===== src/rtl/hsid_vctr_op_if.sv =====
`default_nettype none
// ============================================================================
// hsid_vctr_op_if : element streams of hsid_vctr_op (operand in, result out)
// Revision 1.0
// ============================================================================
interface hsid_vctr_op_if #(
    parameter int DATA_WIDTH = 16
) ();
    logic                    data_in_valid;
    logic                    data_in_ready;
    logic [DATA_WIDTH-1:0]   data_in;
    logic                    data_out_valid;
    logic                    data_out_ready;
    logic [2*DATA_WIDTH-1:0] data_out;

    modport master (
        output data_in_valid, data_in, data_out_ready,
        input  data_in_ready, data_out_valid, data_out
    );

    modport slave (
        input  data_in_valid, data_in, data_out_ready,
        output data_in_ready, data_out_valid, data_out
    );
endinterface
`default_nettype wire


===== src/rtl/hsid_vctr_op.sv =====
`default_nettype none
// ============================================================================
// hsid_vctr_op : loads vectors A then B, computes element-wise ADD/SUB/ABS/SQ
//                difference, streams results. Option: HSID_VCTR_OP_ACCUM_EN.
// Revision 1.0
// ============================================================================
module hsid_vctr_op #(
    parameter int DATA_WIDTH = 16,
    parameter int MAX_LEN    = 8,
    parameter int LEN_WIDTH  = $clog2(MAX_LEN) + 1
) (
    input  wire                   clk,
    input  wire                   rst,
    input  wire                   start,
    input  wire [LEN_WIDTH-1:0]   vctr_len,
    input  wire [1:0]             mode,
    hsid_vctr_op_if.slave         bus,
    output logic                  idle,
    output logic                  done,
    output logic                  error
`ifdef HSID_VCTR_OP_ACCUM_EN
    ,
    output logic [2*DATA_WIDTH+LEN_WIDTH-1:0] acc_out
`endif
);

    localparam int                 c_idx_w   = (MAX_LEN > 1) ? $clog2(MAX_LEN) : 1;
    localparam logic [LEN_WIDTH-1:0] c_max_len = LEN_WIDTH'(MAX_LEN);

    typedef enum logic [2:0] {
        S_IDLE    = 3'd0,
        S_LOAD_A  = 3'd1,
        S_LOAD_B  = 3'd2,
        S_COMPUTE = 3'd3,
        S_DRAIN   = 3'd4
    } state_t;

    state_t                  state_q;
    logic [LEN_WIDTH-1:0]    len_q;
    logic [1:0]              mode_q;
    logic [LEN_WIDTH-1:0]    cnt_q;
    logic [LEN_WIDTH-1:0]    rd_q;
    logic                    s1_vld_q;
    logic [c_idx_w-1:0]      s1_idx_q;
    logic [DATA_WIDTH-1:0]   s1_a_q;
    logic [DATA_WIDTH-1:0]   s1_b_q;
    logic                    in_rdy_q;
    logic                    out_vld_q;
    logic                    idle_q;
    logic                    done_q;
    logic                    err_q;

    logic [DATA_WIDTH-1:0]   a_mem [MAX_LEN];
    logic [DATA_WIDTH-1:0]   b_mem [MAX_LEN];
    logic [2*DATA_WIDTH-1:0] r_mem [MAX_LEN];

    logic                    w_len_ok;
    logic                    w_in_fire;
    logic [LEN_WIDTH-1:0]    w_last;
    logic [c_idx_w-1:0]      w_idx;
    logic [DATA_WIDTH:0]     w_diff;
    logic [DATA_WIDTH-1:0]   w_absd;
    logic [2*DATA_WIDTH-1:0] w_res;

    assign w_len_ok  = (vctr_len != '0) && (vctr_len <= c_max_len);
    assign w_in_fire = bus.data_in_valid && in_rdy_q;
    assign w_last    = len_q - 1'b1;
    assign w_idx     = cnt_q[c_idx_w-1:0];

    // Stage-2 arithmetic on the registered stage-1 operands
    assign w_diff = {1'b0, s1_a_q} - {1'b0, s1_b_q};
    assign w_absd = (s1_a_q >= s1_b_q) ? (s1_a_q - s1_b_q) : (s1_b_q - s1_a_q);

    always_comb begin
        w_res = '0;
        case (mode_q)
            2'd0:    w_res = (2*DATA_WIDTH)'({1'b0, s1_a_q} + {1'b0, s1_b_q});
            2'd1:    w_res = (2*DATA_WIDTH)'($signed(w_diff));
            2'd2:    w_res = (2*DATA_WIDTH)'(w_absd);
            default: w_res = (2*DATA_WIDTH)'(w_absd) * (2*DATA_WIDTH)'(w_absd);
        endcase
    end

    always_ff @(posedge clk) begin
        if (w_in_fire && (state_q == S_LOAD_A)) a_mem[w_idx] <= bus.data_in;
        if (w_in_fire && (state_q == S_LOAD_B)) b_mem[w_idx] <= bus.data_in;
        if (s1_vld_q)                           r_mem[s1_idx_q] <= w_res;
    end

    always_ff @(posedge clk) begin
        if (rst) begin
            state_q   <= S_IDLE;
            len_q     <= '0;
            mode_q    <= '0;
            cnt_q     <= '0;
            rd_q      <= '0;
            s1_vld_q  <= 1'b0;
            s1_idx_q  <= '0;
            s1_a_q    <= '0;
            s1_b_q    <= '0;
            in_rdy_q  <= 1'b0;
            out_vld_q <= 1'b0;
            idle_q    <= 1'b1;
            done_q    <= 1'b0;
            err_q     <= 1'b0;
        end else begin
            done_q   <= 1'b0;
            err_q    <= 1'b0;
            s1_vld_q <= 1'b0;
            case (state_q)
                S_IDLE: begin
                    if (start) begin
                        if (w_len_ok) begin
                            len_q    <= vctr_len;
                            mode_q   <= mode;
                            cnt_q    <= '0;
                            rd_q     <= '0;
                            in_rdy_q <= 1'b1;
                            idle_q   <= 1'b0;
                            state_q  <= S_LOAD_A;
                        end else begin
                            err_q <= 1'b1;
                        end
                    end
                end
                S_LOAD_A: begin
                    if (w_in_fire) begin
                        if (cnt_q == w_last) begin
                            cnt_q   <= '0;
                            state_q <= S_LOAD_B;
                        end else begin
                            cnt_q <= cnt_q + 1'b1;
                        end
                    end
                end
                S_LOAD_B: begin
                    if (w_in_fire) begin
                        if (cnt_q == w_last) begin
                            cnt_q    <= '0;
                            in_rdy_q <= 1'b0;
                            state_q  <= S_COMPUTE;
                        end else begin
                            cnt_q <= cnt_q + 1'b1;
                        end
                    end
                end
                S_COMPUTE: begin
                    // len issue cycles plus one cycle for the last stage-2 write
                    if (cnt_q < len_q) begin
                        s1_vld_q <= 1'b1;
                        s1_idx_q <= w_idx;
                        s1_a_q   <= a_mem[w_idx];
                        s1_b_q   <= b_mem[w_idx];
                        cnt_q    <= cnt_q + 1'b1;
                    end else begin
                        cnt_q     <= '0;
                        rd_q      <= '0;
                        out_vld_q <= 1'b1;
                        state_q   <= S_DRAIN;
                    end
                end
                S_DRAIN: begin
                    if (bus.data_out_ready) begin
                        if (rd_q == w_last) begin
                            out_vld_q <= 1'b0;
                            done_q    <= 1'b1;
                            idle_q    <= 1'b1;
                            state_q   <= S_IDLE;
                        end else begin
                            rd_q <= rd_q + 1'b1;
                        end
                    end
                end
                default: begin
                    state_q   <= S_IDLE;
                    in_rdy_q  <= 1'b0;
                    out_vld_q <= 1'b0;
                    idle_q    <= 1'b1;
                end
            endcase
        end
    end

    assign bus.data_in_ready  = in_rdy_q;
    assign bus.data_out_valid = out_vld_q;
    assign bus.data_out       = out_vld_q ? r_mem[rd_q[c_idx_w-1:0]] : '0;
    assign idle               = idle_q;
    assign done               = done_q;
    assign error              = err_q;

`ifdef HSID_VCTR_OP_ACCUM_EN
    localparam int c_acc_w = 2*DATA_WIDTH + LEN_WIDTH;

    logic [c_acc_w-1:0] acc_q;

    always_ff @(posedge clk) begin
        if (rst) begin
            acc_q <= '0;
        end else if ((state_q == S_IDLE) && start && w_len_ok) begin
            acc_q <= '0;
        end else if (s1_vld_q) begin
            acc_q <= acc_q + ((mode_q == 2'd1) ? c_acc_w'($signed(w_res)) : c_acc_w'(w_res));
        end
    end

    assign acc_out = acc_q;
`endif

endmodule
`default_nettype wire

===== src/flat_wrapper.sv =====
// flat-port wrapper written by rule: the top's interface ports become plain ports
module hsid_vctr_op_flat 
#(
    parameter int DATA_WIDTH = 16,
    parameter int MAX_LEN    = 8,
    parameter int LEN_WIDTH  = $clog2(MAX_LEN) + 1
)
  (clk, rst, start, vctr_len, mode, idle, done, error, bus_data_in_valid, bus_data_in, bus_data_out_ready, bus_data_in_ready, bus_data_out_valid, bus_data_out);
  hsid_vctr_op_if #(.DATA_WIDTH(DATA_WIDTH)) bus_i ();
  input  wire clk;
  input  wire rst;
  input  wire start;
  input  wire [LEN_WIDTH-1:0] vctr_len;
  input  wire [1:0] mode;
  output logic idle;
  output logic done;
  output logic error;
  input wire logic [$bits(bus_i.data_in_valid)-1:0] bus_data_in_valid;
  input wire logic [$bits(bus_i.data_in)-1:0] bus_data_in;
  input wire logic [$bits(bus_i.data_out_ready)-1:0] bus_data_out_ready;
  output wire logic [$bits(bus_i.data_in_ready)-1:0] bus_data_in_ready;
  output wire logic [$bits(bus_i.data_out_valid)-1:0] bus_data_out_valid;
  output wire logic [$bits(bus_i.data_out)-1:0] bus_data_out;
  assign bus_i.data_in_valid = bus_data_in_valid;
  assign bus_i.data_in = bus_data_in;
  assign bus_i.data_out_ready = bus_data_out_ready;
  assign bus_data_in_ready = bus_i.data_in_ready;
  assign bus_data_out_valid = bus_i.data_out_valid;
  assign bus_data_out = bus_i.data_out;
  hsid_vctr_op #(.DATA_WIDTH(DATA_WIDTH), .MAX_LEN(MAX_LEN), .LEN_WIDTH(LEN_WIDTH)) u_core (.clk(clk), .rst(rst), .start(start), .vctr_len(vctr_len), .mode(mode), .bus(bus_i), .idle(idle), .done(done), .error(error));
endmodule

===== config.mk =====
export PLATFORM = sky130hd
export DESIGN_NAME = hsid_vctr_op_flat
export DESIGN_NICKNAME = d
export VERILOG_FILES = /design/src/rtl/hsid_vctr_op_if.sv /design/src/rtl/hsid_vctr_op.sv /design/src/flat_wrapper.sv
export SDC_FILE = /design/constraint.sdc
export NUM_CORES = 1
export LEC_CHECK = 0
export CAP_MARGIN = 25
export CORE_ASPECT_RATIO = 1.2
export CORE_UTILIZATION = 57
export DETAILED_ROUTE_END_ITERATION = 10
export GPL_ROUTABILITY_DRIVEN = 1
export PLACE_DENSITY = 0.81
export SLEW_MARGIN = 5
export SYNTH_ARGS = -nofsm -noshare
export SYNTH_HDL_FRONTEND = slang
export SYNTH_SLANG_ARGS = --single-unit
export TNS_END_PERCENT = 30

===== constraint.sdc =====
create_clock -name clk -period 8.7 [get_ports clk]
set_clock_uncertainty 0.05 [all_clocks]
set_input_delay 1.305 -clock clk [delete_from_list [all_inputs] [get_ports clk]]
set_output_delay 1.305 -clock clk [all_outputs]
set_load 0.02 [all_outputs]

-- After elaboration in Yosys (flattened, before gate mapping)
Memory sizes are Yosys's and may differ from the RTL's. A register that Yosys moved wholly into a read port is not among the register bits.
Index checks and enable logic that the tools add are counted.
- bits in registers: 26
- memory bits (writable): 512
- input port bits: 27
- word-level logic and storage cells: 125
- memories kept: 3
- add/sub/neg operators: 7
- multiply operators: 1
- order comparisons: 3
- eq/ne operators: 19
- multiplexer cells: 48
- bitwise operators: 8
- reductions and logical operators: 24
- memory list (name ; words ; width ; rd ports ; clocked after Yosys merged registers in ; write ports ; RTL line ; RTL):
    u_core.r_mem ; 8 ; 32 ; 1 ; 1 ; 1 ; hsid_vctr_op.sv:55 ; logic [2*DATA_WIDTH-1:0] r_mem [MAX_LEN];
    u_core.a_mem ; 8 ; 16 ; 1 ; 1 ; 1 ; hsid_vctr_op.sv:53 ; logic [DATA_WIDTH-1:0] a_mem [MAX_LEN];
    u_core.b_mem ; 8 ; 16 ; 1 ; 1 ; 1 ; hsid_vctr_op.sv:54 ; logic [DATA_WIDTH-1:0] b_mem [MAX_LEN];
- operators by type and width (operator ; count):
    $pmux 32 s3 ; 1
    $mux 3 ; 11
    $mul 16x16->32 ; 1
    $mux 32 ; 1
    $mux 4 ; 8
    $sub 16x16->16 ; 2
    $pmux 4 s3 ; 2
    $mux 1 ; 20
    $add 16x16->17 ; 1
    $sub 16x16->17 ; 1
    $ge 16x16->1 ; 1
    $mux 16 ; 1
    $pmux 3 s5 ; 1
    $reduce_or 3->1 ; 5
    $ne 2x2->1 const B ; 6
    $ne 2x1->1 const B ; 5
    $reduce_and 5->1 ; 2
    $pmux 1 s3 ; 3
    $reduce_and 9->1 ; 1
    $add 4x1->4 const B ; 2
    $eq 4x4->1 ; 2
    $not 1->1 ; 8
    $reduce_and 4->1 ; 2
    $eq 3x2->1 const B ; 2
    other kinds (16) ; 21

-- Logic depth before layout (Yosys ltp)
- depth after elaboration: 7
- gate-level depth with buffers: 37

-- Worst setup path before layout
No wires, ideal clock.
- path kind: register to register
- start point: register u_core.s1_b_q[1], read port of u_core.b_mem
- end point: memory u_core.r_mem[0][27] (netlist bit), data pin
- data arrival time: 8.181 ns
- data required time: 8.385 ns
- setup slack: 0.204 ns
- stages on the path, launching flop included: 36
- buffers on the path: 1
- cells stage by stage: dfxtp_1 > inv_1 > ha_1 > nor2b_4 > o31a_1 > o2111a_1 > nand2b_2 > and2_1 > buf_6 > mux2i_1 > xor2_2 > inv_4 > nand2_1 > inv_1 > fa_1 > inv_1 > fa_1 > inv_1 > fa_1 > inv_1 > fa_1 > inv_1 > fa_1 > inv_1 > fa_1 > inv_1 > ha_1 > o21ai_0 > o21bai_1 > a221oi_1 > o31ai_1 > o211ai_1 > o21bai_1 > a21oi_1 > xor2_1 > o21ai_0
- cells in the longest elaborated chain, start to end: 4
- elaborated cells between the ends (all ways): 7
- classes of those cells: add/sub: 3; mul: 1; order compare: 1; mux: 2
- ends and longest elaborated chain (what ; RTL line ; RTL):
    from (decl) ; hsid_vctr_op.sv:46 ; logic [DATA_WIDTH-1:0] s1_b_q;
    $sub 16x16->16 / $ge 16x16->1 (equally long branches) ; hsid_vctr_op.sv:72 ; assign w_absd = (s1_a_q >= s1_b_q) ? (s1_a_q - s1_b_q) : (s1_b_q - s1_a_q);
    $mux 16 ; hsid_vctr_op.sv:72 ;
    $mul 16x16->32 ; hsid_vctr_op.sv:80 ; default: w_res = (2*DATA_WIDTH)'(w_absd) * (2*DATA_WIDTH)'(w_absd);
    $pmux 32 s3 * ; hsid_vctr_op.sv:76 ; case (mode_q)
    named net u_core.w_res[27] ; hsid_vctr_op.sv:63 ; logic [2*DATA_WIDTH-1:0] w_res;
    to (decl) ; hsid_vctr_op.sv:55 ;
The timed path passes the listed nets; every way through them passes the cells marked *.

-- Final worst setup path
- start point: register u_core.s1_b_q[0], read port of u_core.b_mem
- end point: memory u_core.r_mem[0][30] (netlist bit), data pin
Same word-level chain as after synthesis.

==> results.md <==
- H-tree levels: 2
- Critical path's largest stage delay: 550 ps
- First-pass iteration count of the detailed router: 6
- Setup violators final: 0
- Yosys top cell by area: edfxtp_1
- Synth Area in Compound Gates: 0.102
- Maximum net fanout on the critical path: 8
- Vias after detailed routing: 20,800
- M1 GR Usage: 0.344
- Synth cell count leaders: edfxtp_1 (512), inv_1 (286), fa_1 (165)
- Final estimated routing congestion in global placement: 0.966
- Clock transition at the registers of the reported paths: 70 ps
- Area contributors post-synth: edfxtp_1 (49%), fa_1 (10%), ha_1 (6.0%)
- Final slew viol count: 0
- First-pass GRT wire length: 124 mm
- YS warnings: 0
- Vias per cell: 6.10
- Max Cap Viol: 0
- Kind of critical path: flip-flop to flip-flop
- Number of hold buffers added after CTS: 0
- Non-Filler Instances: 3,412
- Die height: 260 um
- Final WS setup: 255 ps
- Number of flops mapped to enable cells by yosys: 512
- Clock sink total: 573
- Area of the core: 54,700 sq um
- Syn Nets: 2,738
- Top-area cell type share of the netlist area: 0.488
- Post-Synthesis Cells: 2,396
- Synth Register Bits: 573
- Antenna Violating Nets Remaining: 0
- Critical path's slowest cell: fa_2
- Cell area after synthesis: 31,500 sq um
- Actual slew at the worst max-slew pin: 985 ps
- DP Area: 34,500 sq um
- RSZ-0062 raised after global routing: true
- Boundary pin count: 64
- Chip width: 217 um
- Clk Latency, worst-skew pair: 630 ps
- Fmax: 118 MHz
- Prevailing post-synth register cell: edfxtp_1
- Root Buffer: clkbuf_16
- Hpwl dp: 54.7 mm
- Vias in the first global route: 22,000
- DP Cell Count: 3,300
- CTS buffer count: 52
- Drt initial violations: 1,945
- Simple-Gate Fraction of Synth Area: 0.0703
- Overflow after GRT: 0
- Die ar.: 56,200 sq um
- Most common cell in the netlist: edfxtp_1
- DP Worst Slack: -469 ps
- CP arrival: 8770 ps
- Adder-Cell Fraction of Synth Area: 0.164
- Largest family of logic cells by synthesized area: adder cells
- Avg Cell Area, Syn: 13.2 sq um
- Fin area: 37,000 sq um
- Initial antenna violation count: 0
- CP required: 9030 ps
- CTS max path bufs: 3
- Wirelength per Cell: 23.8 um
- Initial Util: 0.576
- P_leak: 14.5 nW
- Post-synthesis sequential area ratio: 0.527
- Final wirelength: 81.2 mm
- Post-synth cell types: 82
- Peak supply drop: 0.302 mV
- Fin. Hold Viols: 0
- WP buf/inv: 11
- CTS tree: done
- Fin crit period: 8440 ps
- Startpoint Class: flip-flop
- R2R setup slack: 260 ps
- Overall routing resource usage: 0.290
- Largest net degree at the start of global routing: 70
- CP most frequent cell: inv_1
- XOR/XNOR Fraction of Synth Area: 0.0209
- Asr flop ratio synth: 0
- GR peak layer: met2
- Remaining DRCs: 0
- Worst Hold Slack: 431 ps
- Run status: finished, final reports clean
- Final period util: 0.971
- # diodes: 0
- Layout cell share with drive strength beyond 1: 0.205
- Num rows: 94
- CP endpoint kind: flip-flop
- Met3 usage: 0.0329
- Area growth from synthesis to layout: 17.3%
- Min-Delay Path Class: flip-flop to flip-flop
- Slew HR: 0.326
- PortBufs: 63
- CP top delay family: adder cells
- Met2 Track Usage GR: 0.530
- Multiplexer area fraction after synthesis: 0.0654
- Overall Power: 0.00771 W
- Post-layout nets: 2,990
- Power Dens Cells: 208 nW/um^2
-- layout make-up --
cell class / count / area [sq um]
tap: 720 / 901
timing repair buffer: 309 / 2540
sequential: 573 / 16600
fill: 3658 / 17700
clock inverter: 27 / 324
inverter: 297 / 1120
clock buffer: 71 / 1420
multi-input combinational: 1415 / 14100
-- sequential cells by signal (all words and copies together) (netlist names), named ones only --
name / flops
u_core.b_mem: 128
u_core.rd_q: 4
u_core.s1_b_q: 16
u_core.len_q: 4
u_core.idle: 1
u_core.a_mem: 128
u_core.bus.data_in_ready: 1
u_core.r_mem: 256
u_core.s1_idx_q: 3
u_core.cnt_q: 4
u_core.error: 1
u_core.s1_a_q: 16
u_core.state_q: 3
u_core.bus.data_out_valid: 1
u_core.s1_vld_q: 1
u_core.mode_q: 2
u_core.done: 1
-- tightest hold or removal path: stages (launching register included) --
cell	delay, ps
dfxtp_1	320
nand2_1	60
a21oi_1	50
-- layout by cell type (no fill, tap or decap), types with 10 or more instances in the layout --
| master | Yosys | routed |
|---|---|---|
| nor2_2 | 1 | 11 |
| clkbuf_16 | 0 | 52 |
| o21ai_1 | 5 | 10 |
| nor2b_1 | 53 | 53 |
| o21bai_1 | 18 | 16 |
| nand2_1 | 115 | 112 |
| clkbuf_1 | 70 | 14 |
| xnor2_1 | 50 | 46 |
| xor2_1 | 19 | 16 |
| a221oi_1 | 69 | 67 |
| a22o_1 | 64 | 64 |
| nand2b_1 | 18 | 18 |
| a21o_1 | 25 | 25 |
| inv_1 | 286 | 282 |
| nor2_1 | 157 | 139 |
| inv_2 | 7 | 11 |
| o21ai_0 | 56 | 42 |
| dfxtp_1 | 61 | 54 |
| nand3_1 | 20 | 18 |
| mux4_2 | 65 | 65 |
| a21oi_2 | 1 | 13 |
| clkinv_2 | 0 | 10 |
| ha_1 | 150 | 139 |
| mux2i_1 | 56 | 52 |
| buf_4 | 5 | 238 |
| edfxtp_1 | 512 | 512 |
| a311oi_1 | 32 | 32 |
| clkdlybuf4s50_1 | 0 | 62 |
| nor3_1 | 30 | 21 |
| a21oi_1 | 89 | 76 |
| fa_1 | 165 | 156 |
-- what timing repair did --
| action | 4_1_cts | 5_1_grt |
|---|---|---|
| setup endpoints to repair | 94 | 152 |
| gates cloned | 0 | 0 |
| pin swaps | 1 | 48 |
| setup buffers | 1 | 13 |
| resized for setup | 9 | 139 |
-- logic make-up after synthesis --
group | count (synthesis)
muxes | 124
and+or+nand+nor | 464
adders and majority gates | 315
AOI/OAI and AO/OA | 440
buffers and inverters | 408
xor gates and xnor gates | 72
DFF | 573
-- through the flow --
step	utilization	setup TNS, ps
2_1_floorplan	-	0
3_3_place_gp	0.630	-5350
3_5_place_dp	0.631	-18990
4_1_cts	0.663	-4090
5_1_grt	0.676	-1880
6_report	0.676	0
-- report_power, final --
part           leakage (nW)  switching (W)  internal (W)
registers              5.19      0.0000377       0.00306
clock network         0.851        0.00101       0.00131
logic                  8.41        0.00132      0.000965
total                  14.5        0.00237       0.00533
-- layer usage --
metal	vias to the layer above	wire [um]
met5	-	0
met4	0	3500
met3	199	5170
met2	989	43100
met1	10500	29400
li1	9173	-
-- final timing paths --
path	start	end	cells past startpoint
setup / recovery	u_core.s1_b_q[0]	u_core.r_mem[0][30]	35
hold / removal	u_core.s1_idx_q[1]	u_core.s1_idx_q[1]	2
setup reg to reg	u_core.s1_b_q[0]	u_core.r_mem[0][30]	35
hold reg to reg	u_core.s1_idx_q[1]	u_core.s1_idx_q[1]	2
No activity file was read; power rests on OpenSTA's default activity.
